## src/rtl/axi_st_rr_src_arbiter.sv

```systemverilog
// Round-robin arbiter sharing one AXI-ST transmit channel among NUM_SRC sources.
// Each grant holds for a burst of up to MAX_BURST beats. The output beat is
// registered and sustains one beat per cycle.
// Optional macro AXI_ST_ARB_DEBUG_EN adds the arb_debug_status port and its counters.
module axi_st_rr_src_arbiter #(
  parameter int unsigned NUM_SRC    = 4,
  parameter int unsigned DATA_WIDTH = 256,
  parameter int unsigned MAX_BURST  = 4,
  parameter int unsigned ID_W       = $clog2(NUM_SRC)
) (
  input  logic                          clk_wr,
  input  logic                          rst_wr,
  input  logic                          enable,
  input  logic [NUM_SRC*DATA_WIDTH-1:0] src_tdata,
  input  logic [NUM_SRC-1:0]            src_tvalid,
  output logic [NUM_SRC-1:0]            src_tready,
  output logic [DATA_WIDTH-1:0]         user_tdata,
  output logic                          user_tvalid,
  input  logic                          user_tready,
  output logic [ID_W-1:0]               user_tsrc
`ifdef AXI_ST_ARB_DEBUG_EN
  ,
  output logic [31:0]                   arb_debug_status
`endif
);

  localparam int unsigned CNT_W = 8;

  typedef enum logic {IDLE, LOCKED} state_t;

  state_t                  state;
  logic [ID_W-1:0]         ptr;
  logic [ID_W-1:0]         holder;
  logic [CNT_W-1:0]        cnt;
  logic [CNT_W-1:0]        cnt_inc;

  logic                    load_en;
  logic                    any_valid;
  logic                    accept;
  logic                    hold_ok;
  logic [ID_W-1:0]         rr_sel;
  logic [ID_W-1:0]         sel;
  logic [DATA_WIDTH-1:0]   sel_data;

  assign load_en   = enable & ~rst_wr & (~user_tvalid | user_tready);
  assign any_valid = |src_tvalid;
  assign accept    = load_en & any_valid;
  assign cnt_inc   = cnt + CNT_W'(1);

  // Grant selection: lock holder while it stays valid, else round-robin from ptr+1
  always_comb begin
    int unsigned idx;
    idx     = 0;
    rr_sel  = '0;
    for (int k = NUM_SRC; k >= 1; k--) begin
      idx = int'(ptr) + k;
      if (idx >= NUM_SRC) idx = idx - NUM_SRC;
      if (src_tvalid[idx]) rr_sel = ID_W'(idx);
    end
    hold_ok = (state == LOCKED) && src_tvalid[holder];
    sel     = hold_ok ? holder : rr_sel;
  end

  // Per-source ready: only the selected source, only when a beat can be loaded
  always_comb begin
    src_tready = '0;
    if (accept) src_tready[sel] = 1'b1;
  end

  // Data mux for the selected source, feeding the output register only
  always_comb begin
    sel_data = '0;
    for (int k = 0; k < NUM_SRC; k++) begin
      if (ID_W'(k) == sel) sel_data = src_tdata[k*DATA_WIDTH +: DATA_WIDTH];
    end
  end

  // Output stage, round-robin pointer and burst-lock state machine
  always_ff @(posedge clk_wr) begin
    if (rst_wr) begin
      user_tdata  <= '0;
      user_tvalid <= 1'b0;
      user_tsrc   <= '0;
      ptr         <= ID_W'(NUM_SRC - 1);
      state       <= IDLE;
      holder      <= '0;
      cnt         <= '0;
    end else begin
      if (accept) begin
        user_tdata  <= sel_data;
        user_tvalid <= 1'b1;
        user_tsrc   <= sel;
        ptr         <= sel;
      end else if (user_tready) begin
        user_tvalid <= 1'b0;
      end

      if (!enable) begin
        state <= IDLE;
        cnt   <= '0;
      end else begin
        case (state)
          IDLE: begin
            if (accept && (MAX_BURST > 1)) begin
              state  <= LOCKED;
              holder <= sel;
              cnt    <= CNT_W'(1);
            end
          end
          LOCKED: begin
            if (load_en) begin
              if (hold_ok) begin
                if (cnt_inc == CNT_W'(MAX_BURST)) begin
                  state <= IDLE;
                  cnt   <= '0;
                end else begin
                  cnt <= cnt_inc;
                end
              end else if (any_valid) begin
                // holder dropped: relock on the source granted this cycle
                holder <= sel;
                cnt    <= CNT_W'(1);
              end else begin
                state <= IDLE;
                cnt   <= '0;
              end
            end
          end
          default: begin
            state <= IDLE;
            cnt   <= '0;
          end
        endcase
      end
    end
  end

`ifdef AXI_ST_ARB_DEBUG_EN
  logic [7:0]      dbg_src0_cnt;
  logic [7:0]      dbg_rel_cnt;
  logic [ID_W-1:0] dbg_last_id;
  logic            release_evt;

  assign release_evt = (state == LOCKED) && load_en && !src_tvalid[holder];

  // Saturating debug counters and last-grant capture
  always_ff @(posedge clk_wr) begin
    if (rst_wr) begin
      dbg_src0_cnt <= '0;
      dbg_rel_cnt  <= '0;
      dbg_last_id  <= '0;
    end else begin
      if (accept && (sel == '0) && (dbg_src0_cnt != 8'hFF))
        dbg_src0_cnt <= dbg_src0_cnt + 8'd1;
      if (release_evt && (dbg_rel_cnt != 8'hFF))
        dbg_rel_cnt <= dbg_rel_cnt + 8'd1;
      if (accept)
        dbg_last_id <= sel;
    end
  end

  assign arb_debug_status = {12'd0, (state == LOCKED), 3'(dbg_last_id),
                             dbg_rel_cnt, dbg_src0_cnt};
`endif

endmodule

```

## config.mk

```make
export PLATFORM = sky130hd
export DESIGN_NAME = axi_st_rr_src_arbiter
export DESIGN_NICKNAME = d
export VERILOG_FILES = /design/src/rtl/axi_st_rr_src_arbiter.sv
export SDC_FILE = /design/constraint.sdc
export NUM_CORES = 1
export LEC_CHECK = 0
export ABC_AREA = 0
export CORE_AREA = 2 2 502 504
export CTS_BUF_LIST = sky130_fd_sc_hd__clkbuf_16
export DETAILED_ROUTE_END_ITERATION = 10
export DIE_AREA = 0 0 504 506
export PLACE_DENSITY_LB_ADDON = 0.3
export SKIP_CTS_REPAIR_TIMING = 1
export SLEW_MARGIN = 30
export SYNTH_ARGS = -nofsm -noshare
export SYNTH_HDL_FRONTEND = slang
export SYNTH_SLANG_ARGS = --single-unit
export TNS_END_PERCENT = 1
```

## constraint.sdc

```tcl
create_clock -name clk_wr -period 5.29 [get_ports clk_wr]
set_input_delay 1.058 -clock clk_wr [delete_from_list [all_inputs] [get_ports clk_wr]]
set_output_delay 1.058 -clock clk_wr [all_outputs]
set_load 0.005 [all_outputs]
```

==> results.sh <==
export IMPL_min_path_type="register to register"
export IMPL_cap_violations=0
export IMPL_outcome="complete, no violations"
export IMPL_required_ns=4.23
export IMPL_gp_congestion=0.929
export IMPL_final_cell_mix="1,291 x clkdlybuf4s50_1, 519 x nand2_1, 272 x dfxtp_1, 262 x and3_1, 260 x and2_1"
export IMPL_rows=184
export IMPL_clk_latency_ns=0.66
export IMPL_vias=23900
export IMPL_dr_pass1_iters=5
export IMPL_worst_path_max_fanout=11
export IMPL_final_common_cell="clkdlybuf4s50_1"
export IMPL_path_class="input port to output port"
export IMPL_finalNonFillerCells=6970
export IMPL_nets=4598
export IMPL_avgSynthCellArea_sq_um=8.47
export IMPL_ir_drop_mv=0.222
export IMPL_rsz0062_at_grt="no"
export IMPL_core_sq_mm=0.250
export IMPL_max_freq_mhz=209
export IMPL_ys_seq_area_share_pct=26.4
export IMPL_place_hpwl_mm=151
export IMPL_drive_gt1_share_pct=14.5
export IMPL_yosysUniqueCellTypes=52
export IMPL_power_leakage_nw=13.3
export IMPL_die_width_um=504
export IMPL_syn_to_final_growth_pct=85.1
export IMPL_cp_arrival_ns=3.72
export IMPL_cts_tree="done"
export IMPL_ant_nets=0
export IMPL_power_w=0.00924
export IMPL_initial_utilization_pct=8.25
export IMPL_nFillCells=28600
export IMPL_tightest_slew_ns=0.974
export IMPL_period_share_pct=90.2
export IMPL_grt_ovfl_total=0
export IMPL_grt_pass1_vias=24300
export IMPL_fin_worst_skew_ns=0.0291
export IMPL_synth_edff_count=0
export IMPL_synth_nets=3471
export IMPL_dp_cells=6865
export IMPL_power_density_mw_per_mm2=242
export IMPL_startpoint_type="input port"
export IMPL_place_worst_setup_slack_ns=0.502
export IMPL_post_drt_wl_per_cell_um=26.0
export IMPL_synth_seq_cells=272
export IMPL_routed_wirelength_mm=181
export IMPL_die_height_um=506
export IMPL_syn_inst=2437
export IMPL_relSlewSlack_pct=35.1
export IMPL_cts_root_buf="clkbuf_16"
export IMPL_timing_setup_tns_ns=0
export IMPL_grt_pass1_wl_mm=235
export IMPL_antenna_found_initial=123
export IMPL_syn_area_sq_mm=0.0206
export IMPL_io_pins=1295
export IMPL_cts_inserted_buffers=45
export IMPL_critPathCaptureType="output port"
export IMPL_grt_start_max_net_pins=139
export IMPL_clk_path_buf_depth=3
export IMPL_yosysWarnings=0
export IMPL_period_minus_slack_ns=4.77
export IMPL_clkTransAtPathRegs_ns=0.05
export IMPL_clock_sinks=272
export IMPL_htree_levels=2
export IMPL_hold_viol=0
export IMPL_async_flop_share_pct=0
export IMPL_io_buffers=1294
export IMPL_grtUsageTotal_pct=13.5
export IMPL_post_route_drc_count=0
export IMPL_drt_first_iter_violations=1196
export IMPL_finalSetupViolCount=0
export IMPL_die_area_sq_mm=0.255
export IMPL_report_final_slew_viol_count=0
export IMPL_via_per_inst=3.43
export IMPL_finalWorstSetupSlack_ns=0.516
export IMPL_ys_flop_type="dfxtp_1"
-- where the power goes --
group	leakage (nW)	switching, W	internal, W
Clock	0.697	0.00131	0.00158
Combinational	10.4	0.00196	0.00187
Sequential	2.25	0.000185	0.00232
-- cells by family (layout without fill, tap and decap cells) --
| kind of cell | after synthesis | count (layout) | share of synthesized area, % |
|---|---|---|---|
| AO/OA/AOI/OAI | 547 | 547 | 29.5 |
| XOR/XNOR | 2 | 2 | 0.0849 |
| adder cells (fa/ha/maj) | 2 | 2 | 0.121 |
| buffers and inverters | 262 | 1423 | 7.55 |
| flip-flops | 272 | 272 | 26.4 |
| multiplexers | 7 | 7 | 0.467 |
| other | 0 | 24 | 0 |
| AND/OR/NAND/NOR | 1345 | 1345 | 35.9 |
-- layer usage --
metal | global-route usage, % | share of wire, % | up-vias
li1 | - | - | 11100
met1 | 14.6 | 37 | 11400
met2 | 23.9 | 49 | 1170
met3 | 6.67 | 11 | 270
met4 | 2.59 | 2.3 | 76
met5 | 0 | 0.28 | -
-- registers in the layout (all words and copies together), names as in the netlist --
signal	cells
user_tdata	256
cnt	8
holder	2
ptr	2
user_tsrc	2
state	1
user_tvalid	1
-- per-stage QoR --
stage          hold slack [ns]  utilization, %  cell area, sq um
6_report                 0.470            15.3             38200
3_5_place_dp             0.459            14.7             36800
4_1_cts                  0.474            15.3             38100
5_1_grt                  0.504            15.3             38100
3_3_place_gp             0.452            14.7             36800
2_1_floorplan            0.453               -             20600
-- worst max-delay path: stages --
cell             delay (ns)
clkdlybuf4s50_1        0.57
mux2i_1                0.33
nor3b_4                0.11
a31oi_4                0.34
mux2i_4                0.37
buf_4                  0.21
and3_1                 0.18
clkdlybuf4s50_1        0.54
-- path summary, 6_finish.rpt --
kind / end / from / slack (ns) / cells after the start
hold reg to reg: user_tsrc[0] / user_tsrc[0] / 0.47 / 2
hold / removal: user_tsrc[0] / user_tsrc[0] / 0.47 / 2
setup reg to reg: user_tdata[26] / holder[0] / 1.70 / 9
setup / recovery: src_tready[2] / src_tvalid[1] / 0.52 / 8
-- Yosys cell counts, drive strengths merged (2+ instances only) --
cell type / count / share of area (%)
and3: 262 / 7.9
buf: 102 / 4.5
a22o: 2 / 0.085
nor2b: 6 / 0.18
nand3b: 257 / 9.3
dfxtp: 272 / 26
and2: 260 / 7.9
dlygate4sd1: 4 / 0.17
ha: 2 / 0.12
a21oi: 11 / 0.27
clkbuf: 155 / 2.8
nand3: 2 / 0.049
a211oi: 256 / 14
or3b: 4 / 0.17
o21ai: 11 / 0.28
or2: 2 / 0.061
a31oi: 2 / 0.13
nand2: 520 / 9.5
nor3: 7 / 0.17
nand2b: 4 / 0.12
or3: 2 / 0.061
nor2: 16 / 0.29
mux2i: 5 / 0.30
o31ai: 256 / 14
-- area by class of cell --
type                       instances  area, sq um  area share [%]
antenna                           24         60.1           0.157
multi-input combinational       1903        13700            35.8
clock buffer                      45         1130            2.95
inverter                           1         3.75         0.00983
tap                             3348         4190            11.0
timing repair buffer            1341        13500            35.4
clock inverter                    36          203           0.531
sequential                       272         5450            14.3
Note: power is estimated with default switching activity, not from simulation.
